### src/rtl/tail_light_pkg.sv
// Shared types and defaults for the tail-light controller: FSM state
// encoding, side indices and the sequencing-side helper.
package tail_light_pkg;

    typedef enum logic [1:0] {
        TL_IDLE   = 2'd0,
        TL_LEFT   = 2'd1,
        TL_RIGHT  = 2'd2,
        TL_HAZARD = 2'd3
    } tl_state_t;

    typedef enum logic {
        LEFT_SIDE  = 1'b0,
        RIGHT_SIDE = 1'b1
    } tl_side_t;

    localparam int TL_DB_CYCLES_DEF      = 1_000_000;
    localparam int TL_TIMEOUT_CYCLES_DEF = 500_000_000;

    // Which sides run their sequence in a given state, indexed by tl_side_t.
    function automatic logic [1:0] seq_sides(input logic [1:0] st);
        logic [1:0] sides;
        sides = 2'b00;
        case (st)
            TL_LEFT:   sides[LEFT_SIDE] = 1'b1;
            TL_RIGHT:  sides[RIGHT_SIDE] = 1'b1;
            TL_HAZARD: sides = 2'b11;
            default:   sides = 2'b00;
        endcase
        return sides;
    endfunction

endpackage

### src/rtl/tail_light_ctrl_sw_debounce.sv
// Two-flop synchronizer followed by a stable-count debouncer for one raw
// driver switch. db follows the synced level after DB_CYCLES steady cycles.
module sw_debounce
    import tail_light_pkg::*;
#(
    parameter int DB_CYCLES = TL_DB_CYCLES_DEF
) (
    input  logic clk,
    input  logic reset,
    input  logic raw,
    output logic db
);

    localparam int CW = $clog2(DB_CYCLES);

    logic          sync1_q;
    logic          sync2_q;
    logic          db_q;
    logic [CW-1:0] cnt_q;

    always_ff @(posedge clk) begin
        if (!reset) begin
            sync1_q <= 1'b0;
            sync2_q <= 1'b0;
        end else begin
            sync1_q <= raw;
            sync2_q <= sync1_q;
        end
    end

    // Any cycle where the synced level agrees with db restarts the count,
    // so a glitch shorter than DB_CYCLES never reaches db.
    always_ff @(posedge clk) begin
        if (!reset) begin
            db_q  <= 1'b0;
            cnt_q <= '0;
        end else if (sync2_q == db_q) begin
            cnt_q <= '0;
        end else if (cnt_q == CW'(DB_CYCLES - 1)) begin
            db_q  <= sync2_q;
            cnt_q <= '0;
        end else begin
            cnt_q <= cnt_q + 1'b1;
        end
    end

    assign db = db_q;

endmodule

### src/rtl/tail_light_ctrl.sv
// Tail-light upstream controller: debounces the four driver switches and
// resolves them in a priority FSM driving enable/clear/steady controls.
// Optional turn-signal auto-cancel: define TAIL_LIGHT_AUTOCANCEL_EN.
module tail_light_ctrl
    import tail_light_pkg::*;
#(
    parameter int DB_CYCLES      = TL_DB_CYCLES_DEF,
    parameter int TIMEOUT_CYCLES = TL_TIMEOUT_CYCLES_DEF
) (
    input  logic       clk,
    input  logic       reset,
    input  logic       left_sw,
    input  logic       right_sw,
    input  logic       hazard_sw,
    input  logic       brake_sw,
    output logic       en_left,
    output logic       en_right,
    output logic       clr_left,
    output logic       clr_right,
    output logic       steady_left,
    output logic       steady_right,
    output logic [1:0] state
);

    localparam logic [1:0] S_IDLE   = TL_IDLE;
    localparam logic [1:0] S_LEFT   = TL_LEFT;
    localparam logic [1:0] S_RIGHT  = TL_RIGHT;
    localparam logic [1:0] S_HAZARD = TL_HAZARD;

    logic left_db;
    logic right_db;
    logic hazard_db;
    logic brake_db;

    sw_debounce #(.DB_CYCLES(DB_CYCLES)) u_db_left (
        .clk   (clk),
        .reset (reset),
        .raw   (left_sw),
        .db    (left_db)
    );

    sw_debounce #(.DB_CYCLES(DB_CYCLES)) u_db_right (
        .clk   (clk),
        .reset (reset),
        .raw   (right_sw),
        .db    (right_db)
    );

    sw_debounce #(.DB_CYCLES(DB_CYCLES)) u_db_hazard (
        .clk   (clk),
        .reset (reset),
        .raw   (hazard_sw),
        .db    (hazard_db)
    );

    sw_debounce #(.DB_CYCLES(DB_CYCLES)) u_db_brake (
        .clk   (clk),
        .reset (reset),
        .raw   (brake_sw),
        .db    (brake_db)
    );

    logic [1:0] state_q;
    logic [1:0] req;
    logic [1:0] next_state;
    logic [1:0] seq_next;
    logic       entering;
    logic [1:0] en_q;
    logic [1:0] clr_q;
    logic [1:0] steady_q;

    // Both turn switches together mean the same as hazard.
    always_comb begin
        req = S_IDLE;
        if (hazard_db || (left_db && right_db)) begin
            req = S_HAZARD;
        end else if (left_db) begin
            req = S_LEFT;
        end else if (right_db) begin
            req = S_RIGHT;
        end
    end

`ifdef TAIL_LIGHT_AUTOCANCEL_EN
    localparam int TW = $clog2(TIMEOUT_CYCLES);

    logic [TW-1:0] timer_q;
    logic          cancel_q;
    tl_side_t      cancel_side_q;
    logic          turn_state;
    logic          timeout_hit;
    logic          blocked;
    logic [1:0]    cancel_req;

    // Timeout only fires while the driver still asks for the same turn;
    // any other request moves the FSM normally and clears the timer.
    always_comb begin
        turn_state  = (state_q == S_LEFT) || (state_q == S_RIGHT);
        timeout_hit = turn_state && (req == state_q) &&
                      (timer_q == TW'(TIMEOUT_CYCLES - 1));
        cancel_req  = (cancel_side_q == LEFT_SIDE) ? S_LEFT : S_RIGHT;
        blocked     = cancel_q && (req == cancel_req);
        next_state  = (timeout_hit || blocked) ? S_IDLE : req;
    end

    always_ff @(posedge clk) begin
        if (!reset) begin
            timer_q       <= '0;
            cancel_q      <= 1'b0;
            cancel_side_q <= LEFT_SIDE;
        end else begin
            if (next_state != state_q) begin
                timer_q <= '0;
            end else if (turn_state) begin
                timer_q <= timer_q + 1'b1;
            end
            // Flag holds until the cancelled request goes away.
            if (timeout_hit) begin
                cancel_q      <= 1'b1;
                cancel_side_q <= (state_q == S_LEFT) ? LEFT_SIDE : RIGHT_SIDE;
            end else if (cancel_q && (req != cancel_req)) begin
                cancel_q <= 1'b0;
            end
        end
    end
`else
    logic unused_timeout;

    assign unused_timeout = (TIMEOUT_CYCLES > 1);

    always_comb begin
        next_state = req;
    end
`endif

    always_comb begin
        seq_next = seq_sides(next_state);
        entering = (next_state != state_q);
    end

    // Entry cycle pulses clear on every sequencing side and holds enable low;
    // enable follows from the second cycle in the state.
    always_ff @(posedge clk) begin
        if (!reset) begin
            state_q  <= S_IDLE;
            en_q     <= 2'b00;
            clr_q    <= 2'b00;
            steady_q <= 2'b00;
        end else begin
            state_q  <= next_state;
            clr_q    <= entering ? seq_next : 2'b00;
            en_q     <= entering ? 2'b00 : seq_next;
            steady_q <= {2{brake_db}} & ~seq_next;
        end
    end

    assign en_left      = en_q[LEFT_SIDE];
    assign en_right     = en_q[RIGHT_SIDE];
    assign clr_left     = clr_q[LEFT_SIDE];
    assign clr_right    = clr_q[RIGHT_SIDE];
    assign steady_left  = steady_q[LEFT_SIDE];
    assign steady_right = steady_q[RIGHT_SIDE];
    assign state        = state_q;

endmodule

### config.mk
export PLATFORM = sky130hd
export DESIGN_NAME = tail_light_ctrl
export DESIGN_NICKNAME = d
export VERILOG_FILES = /design/src/rtl/tail_light_pkg.sv /design/src/rtl/tail_light_ctrl_sw_debounce.sv /design/src/rtl/tail_light_ctrl.sv
export SDC_FILE = /design/constraint.sdc
export NUM_CORES = 1
export LEC_CHECK = 0
export ABC_AREA = 1
export ABC_CLOCK_PERIOD_IN_PS = 1600
export CAP_MARGIN = 20
export CORE_MARGIN = 10
export CORE_UTILIZATION = 35
export DETAILED_ROUTE_END_ITERATION = 10
export PLACE_DENSITY = 0.5
export SYNTH_ARGS = -nofsm -noshare
export SYNTH_HDL_FRONTEND = slang
export SYNTH_SLANG_ARGS = --single-unit
### constraint.sdc
create_clock -name clk -period 1.6 [get_ports clk]
set_input_delay 0.32 -clock clk [delete_from_list [all_inputs] [get_ports clk]]
set_output_delay 0.32 -clock clk [all_outputs]
set_load 0.02 [all_outputs]
== Yosys cells after proc, flatten, opt, wreduce, memory -nomap -nowiden ==
Index checks and enable logic that the tools add are counted.
Word-level totals
  word-level logic and storage cells: 62
  input bits: 6
  bits in registers: 100
  output and inout bits: 8
Cells by class
  reductions and logical operators: 14
  $add $sub $neg: 4
  multiplexer cells: 5
  equality and inequality tests: 12
  bitwise operators: 7
Operators by type and width (number)
  $add 20x1->20 const B: 4
  $eq 20x20->1 const B: 4
  $reduce_or 3->1: 4
  $reduce_and 2->1: 5
  $mux 2: 3
  $reduce_or 2->1: 3
  $not 1->1: 5
  $eq 1x1->1: 4
  $eq 2x2->1 const B: 2
  $and 2x2->2: 1
  $eq 2x1->1 const B: 1
  $mux 1: 2
  $ne 2x2->1: 1
  $not 2->2: 1
  $logic_and 1x1->1: 1
  $logic_or 1x1->1: 1

== Depth between registers and ports, before layout ==
Gate-level depths: netlist (run 1).
  depth in word-level cells: 8
  gate-level depth with buffers: 9
  gate-level depth less buffers: 9

== By module ==
From an unflattened synthesis (run 1), not the netlist that was laid out.
Second synthesis, totals
  cells, all modules: 687
  area total of the unflattened synthesis: 4850.9 um2
Modules (own cells, without submodules)
  sw_debounce: sequential area each 460.4 um2, area an instance 1136.1 um2, instances 4, cells each 161
  tail_light_ctrl: sequential area each 160.2 um2, area an instance 306.5 um2, instances 1, cells each 43

== Worst setup path after synthesis (run 1) ==
No wires, ideal clock.
  path kind: flip-flop to flip-flop
  from: register u_db_brake.cnt_q[0]
  to: register u_db_brake.cnt_q[14]
  stages on the path, launching flop included: 8
  required time: 1486 ps
  setup time: 114 ps
  setup slack: 158 ps
  data arrival time: 1328 ps
  period minus slack after synthesis: 1442 ps
  buffers on the path: 1
  cells stage by stage: dfxtp_1 ha_1 nand3_1 inv_1 nand2_1 o21ai_4 buf_6 nor2_1
On the way
  longest elaborated chain between the ends: 2
  elaborated cells on any way between the ends: 3
  those cells by class: 1 x add/sub; 1 x eq/ne; 1 x reduce/logical
RTL lines
  start: declaration: line tail_light_ctrl_sw_debounce.sv:19  | logic [CW-1:0] cnt_q;
  start signal: assignment: line tail_light_ctrl_sw_debounce.sv:43  | cnt_q <= cnt_q + 1'b1;
  branches (longest 2 deep; another with $add 20x1->20)
Several ways; the timed one is not identified.
A chain may end at the register's enable or synchronous reset.

== Worst setup path in the final report (run 1) ==
  from: register clr_q[0]
  to: output clr_left
RTL lines
  start: declaration: line tail_light_ctrl.sv:69  | logic [1:0] clr_q;
  start signal: assignment: line tail_light_ctrl.sv:151  | clr_q <= entering ? seq_next : 2'b00;
  end: declaration: line tail_light_ctrl.sv:18  | output logic clr_left,
No word-level cell between the ends.

==> flow_metrics.py, run 1 <==
metrics = {
    "run_status": {
        "outcome": "completed",
    },
    "clock_tree": {
        "htreeDepth": 3,
        "cts_made_buffers": 9,
        "clockRootBuffer": "clkbuf_16",
        "worstSkewPairLatency_ns": 0.34,
        "ctsLongestPathBuffers": 2,
        "cts_sinks": 100,
        "cts_tree": "done",
        "clk_pin_slew_worst_paths_ns": 0.07,
    },
    "timing": {
        "period_minus_slack_ns": 1.56,
        "rsz0062_at_grt": "false",
        "min_period_over_period_pct": 97.7,
        "final_hold_viol_count": 0,
        "worst_slack_ns": 0.0375,
        "max_freq_ghz": 0.640,
        "slew_headroom_pct": 78.6,
        "tightestPinTransition_ns": 0.320,
        "skew_ns": 0.00485,
        "setup_viol": 0,
        "final_max_slew_viol_count": 0,
    },
    "worst_setup_path": {
        "arrival_ns": 1.24,
        "critPathKind": "flop to output pin",
        "crit_required_ns": 1.28,
        "critPathSlowestCell": "clkdlybuf4s50_1",
        "path_buf_inv": 1,
        "startpoint": "clr_q[0]",
        "critPathLaunchType": "flop",
        "crit_family": "buffers and inverters",
        "reg2reg_from": "u_db_right.cnt_q[0]",
        "crit_path_max_incr_delay_ns": 0.60,
        "cp_max_fo": 1,
        "crit_path_cell_trace": "clkdlybuf4s50_1",
        "critPathCaptureType": "output pin",
    },
    "yosys": {
        "ys_seq_area_share_pct": 42.1,
        "yosysTopAreaCell": "dfxtp_1",
        "synth_nets": 701,
        "netlist.area_leader.share_pct": 42.1,
        "syn_inst": 691,
        "yosysWarnings": 0,
        "synth_seq_cells": 100,
        "synth_cell_types": 28,
        "synth.area.top_cells": "dfxtp_1 42%, nand2_1 14%, nor2_1 14%",
        "syn-cell-area_um2": 4750,
        "synth_area_per_cell_um2": 6.88,
    },
    "grt": {
        "grtUsageTotal_pct": 11.0,
        "gr-usage-met2_pct": 18.0,
        "grt_max_degree": 20,
        "use_met1_pct": 13.6,
        "antenna_found_initial": 0,
        "met3_usage_pct": 3.41,
        "first_global_vias": 3849,
        "grt_first_pass_wirelength_um": 16900,
        "grt_overflow": 0,
        "grt-busiest-layer": "met2",
    },
    "floorplanning": {
        "dieArea_um2": 18600,
        "rows": 42,
        "dieHeight_um": 137,
        "pin_count": 14,
        "die_w_um": 137,
        "core_um2": 13300,
        "start_util_pct": 35.7,
    },
    "flow_run": {
        "drv_cap": 0,
    },
    "finish": {
        "antenna_cells": 0,
        "final_cells": 906,
        "drive_gt1_share_pct": 8.22,
        "area_delta_synth_final_pct": 16.7,
        "nets": 735,
    },
    "route": {
        "routed_wl_um": 9510,
        "ant_nets": 0,
        "drc": 0,
        "dr.first_iter.drc_count": 221,
        "wire_per_inst_um": 10.5,
        "dr_total_vias": 4027,
        "firstDrtPassIters": 4,
        "viasPerCell": 4.44,
    },
    "hold_path": {
        "holdCritPathClass": "flop to flop",
        "hp-start": "u_db_hazard.sync1_q",
    },
    "placement": {
        "hpwl_um": 7180,
        "dp.cells": 890,
        "place_ws_ns": -0.0604,
        "place_congestion": 0.859,
        "portBuffers": 13,
    },
    "power_and_ir_drop": {
        "vdd_drop_max_uv": 567,
        "p_per_area_nw_per_um2": 885,
        "power.leakage_nw": 1.89,
    },
}
-- repair_timing --
action                     4_1_cts  5_1_grt
buffers inserted                 0        0
setup endpoints to repair        4       23
hold buffers                     0        0
resized for setup                4        9
-- worst paths after layout --
check,endpoint,slack (ns),depth (start not counted)
hold / removal,u_db_hazard.sync2_q,0.43,2
setup reg to reg,u_db_right.cnt_q[16],0.14,8
hold reg to reg,u_db_hazard.sync2_q,0.43,2
setup / recovery,clr_left,0.04,1
-- state kept, by name, indices dropped and copies added (netlist names), 2 cells and up --
register           count
clr_q                  2
en_q                   2
state                  2
steady_q               2
u_db_brake.cnt_q      20
u_db_hazard.cnt_q     20
u_db_left.cnt_q       20
u_db_right.cnt_q      20
-- placed cells by master (no fill, tap or decap), types with 6 or more instances in the layout --
master,synthesis,routed
xor2_1,24,24
a21oi_1,28,28
xnor2_1,16,16
nand3_1,44,43
dfxtp_1,100,100
or2_2,6,6
nand2_1,181,181
buf_4,0,12
nor2_1,173,170
inv_1,65,65
nand2_2,6,6
nor2_2,4,6
nand4_1,6,6
clkbuf_16,0,9
clkdlybuf4s50_1,0,7
-- cell usage after synthesis --
master and number:
nand2_1 181, nor2_1 173, dfxtp_1 100, inv_1 65, nand3_1 44, a21oi_1 28, xor2_1 24, xnor2_1 16
nand2_2 6, nand4_1 6, or2_2 6, buf_6 4, ha_1 4, nor2_2 4, nor3_1 4, o21ai_0 4
or2_0 4, nand3b_1 3, o21bai_1 3, nand2_4 2, nor2_4 2, nor4_1 2, clkbuf_1 1, inv_2 1
nand3_4 1, nor3_4 1, nor3b_1 1, o21ai_4 1
-- metrics by stage --
step	hold WS (ns)	utilization (%)	power, W	TNS [ns]	instance area (um^2)
finish	0.427	41.7	0.00490	0	5540
global route	0.449	41.7	0.00510	0	5540
CTS	0.427	41.5	0.00499	0	5520
detailed placement	0.409	39.1	0.00264	-1.25	5200
global placement	0.396	39.1	0.00264	-0.0260	5200
floorplan	0.390	-	0.00260	0	4750
-- power by group --
group | switching [W] | internal (W)
sequential | 0.00000627 | 0.00250
combinational | 0.0000409 | 0.0000375
clock | 0.000949 | 0.00137
-- kinds of logic after synthesis --
family	after synthesis	share of synthesized area, %
simple gates	440	39.0
flops	100	42.1
buf+inv	71	6.24
xor+xnor	40	7.37
compound gates	36	4.19
fa+ha+maj	4	1.05
-- metal layers --
layer  share of wire [%]  vias to the layer above
met5                   0                        -
met4                 1.0                        0
met3                 3.6                        9
met2                  45                       38
met1                  51                     1778
li1                    -                     2202
-- final cells by class --
cell class / count / area (um^2)
timing repair buffer: 28 / 280
tap: 176 / 220
multi-input combinational: 520 / 2470
clock buffer: 10 / 229
fill: 1408 / 7750
sequential: 100 / 2000
clock inverter: 6 / 88.8
inverter: 66 / 248
-- worst reg2reg max path: stages, from the launching register on --
cell	delay, ns
dfxtp_1	0.36
ha_1	0.19
nand2_2	0.08
nor2_4	0.12
buf_4	0.15
nand2_1	0.09
nor2_2	0.16
nand3b_1	0.10
a21oi_1	0.14
(Power assumes the default switching activity.)
==> inputs of run 2 (changes only) <==
Settings changed: SLEW_MARGIN from default to 20.
==> results of run 2 <==
The final DEF is identical to that of run 1; final timing and power are the same.
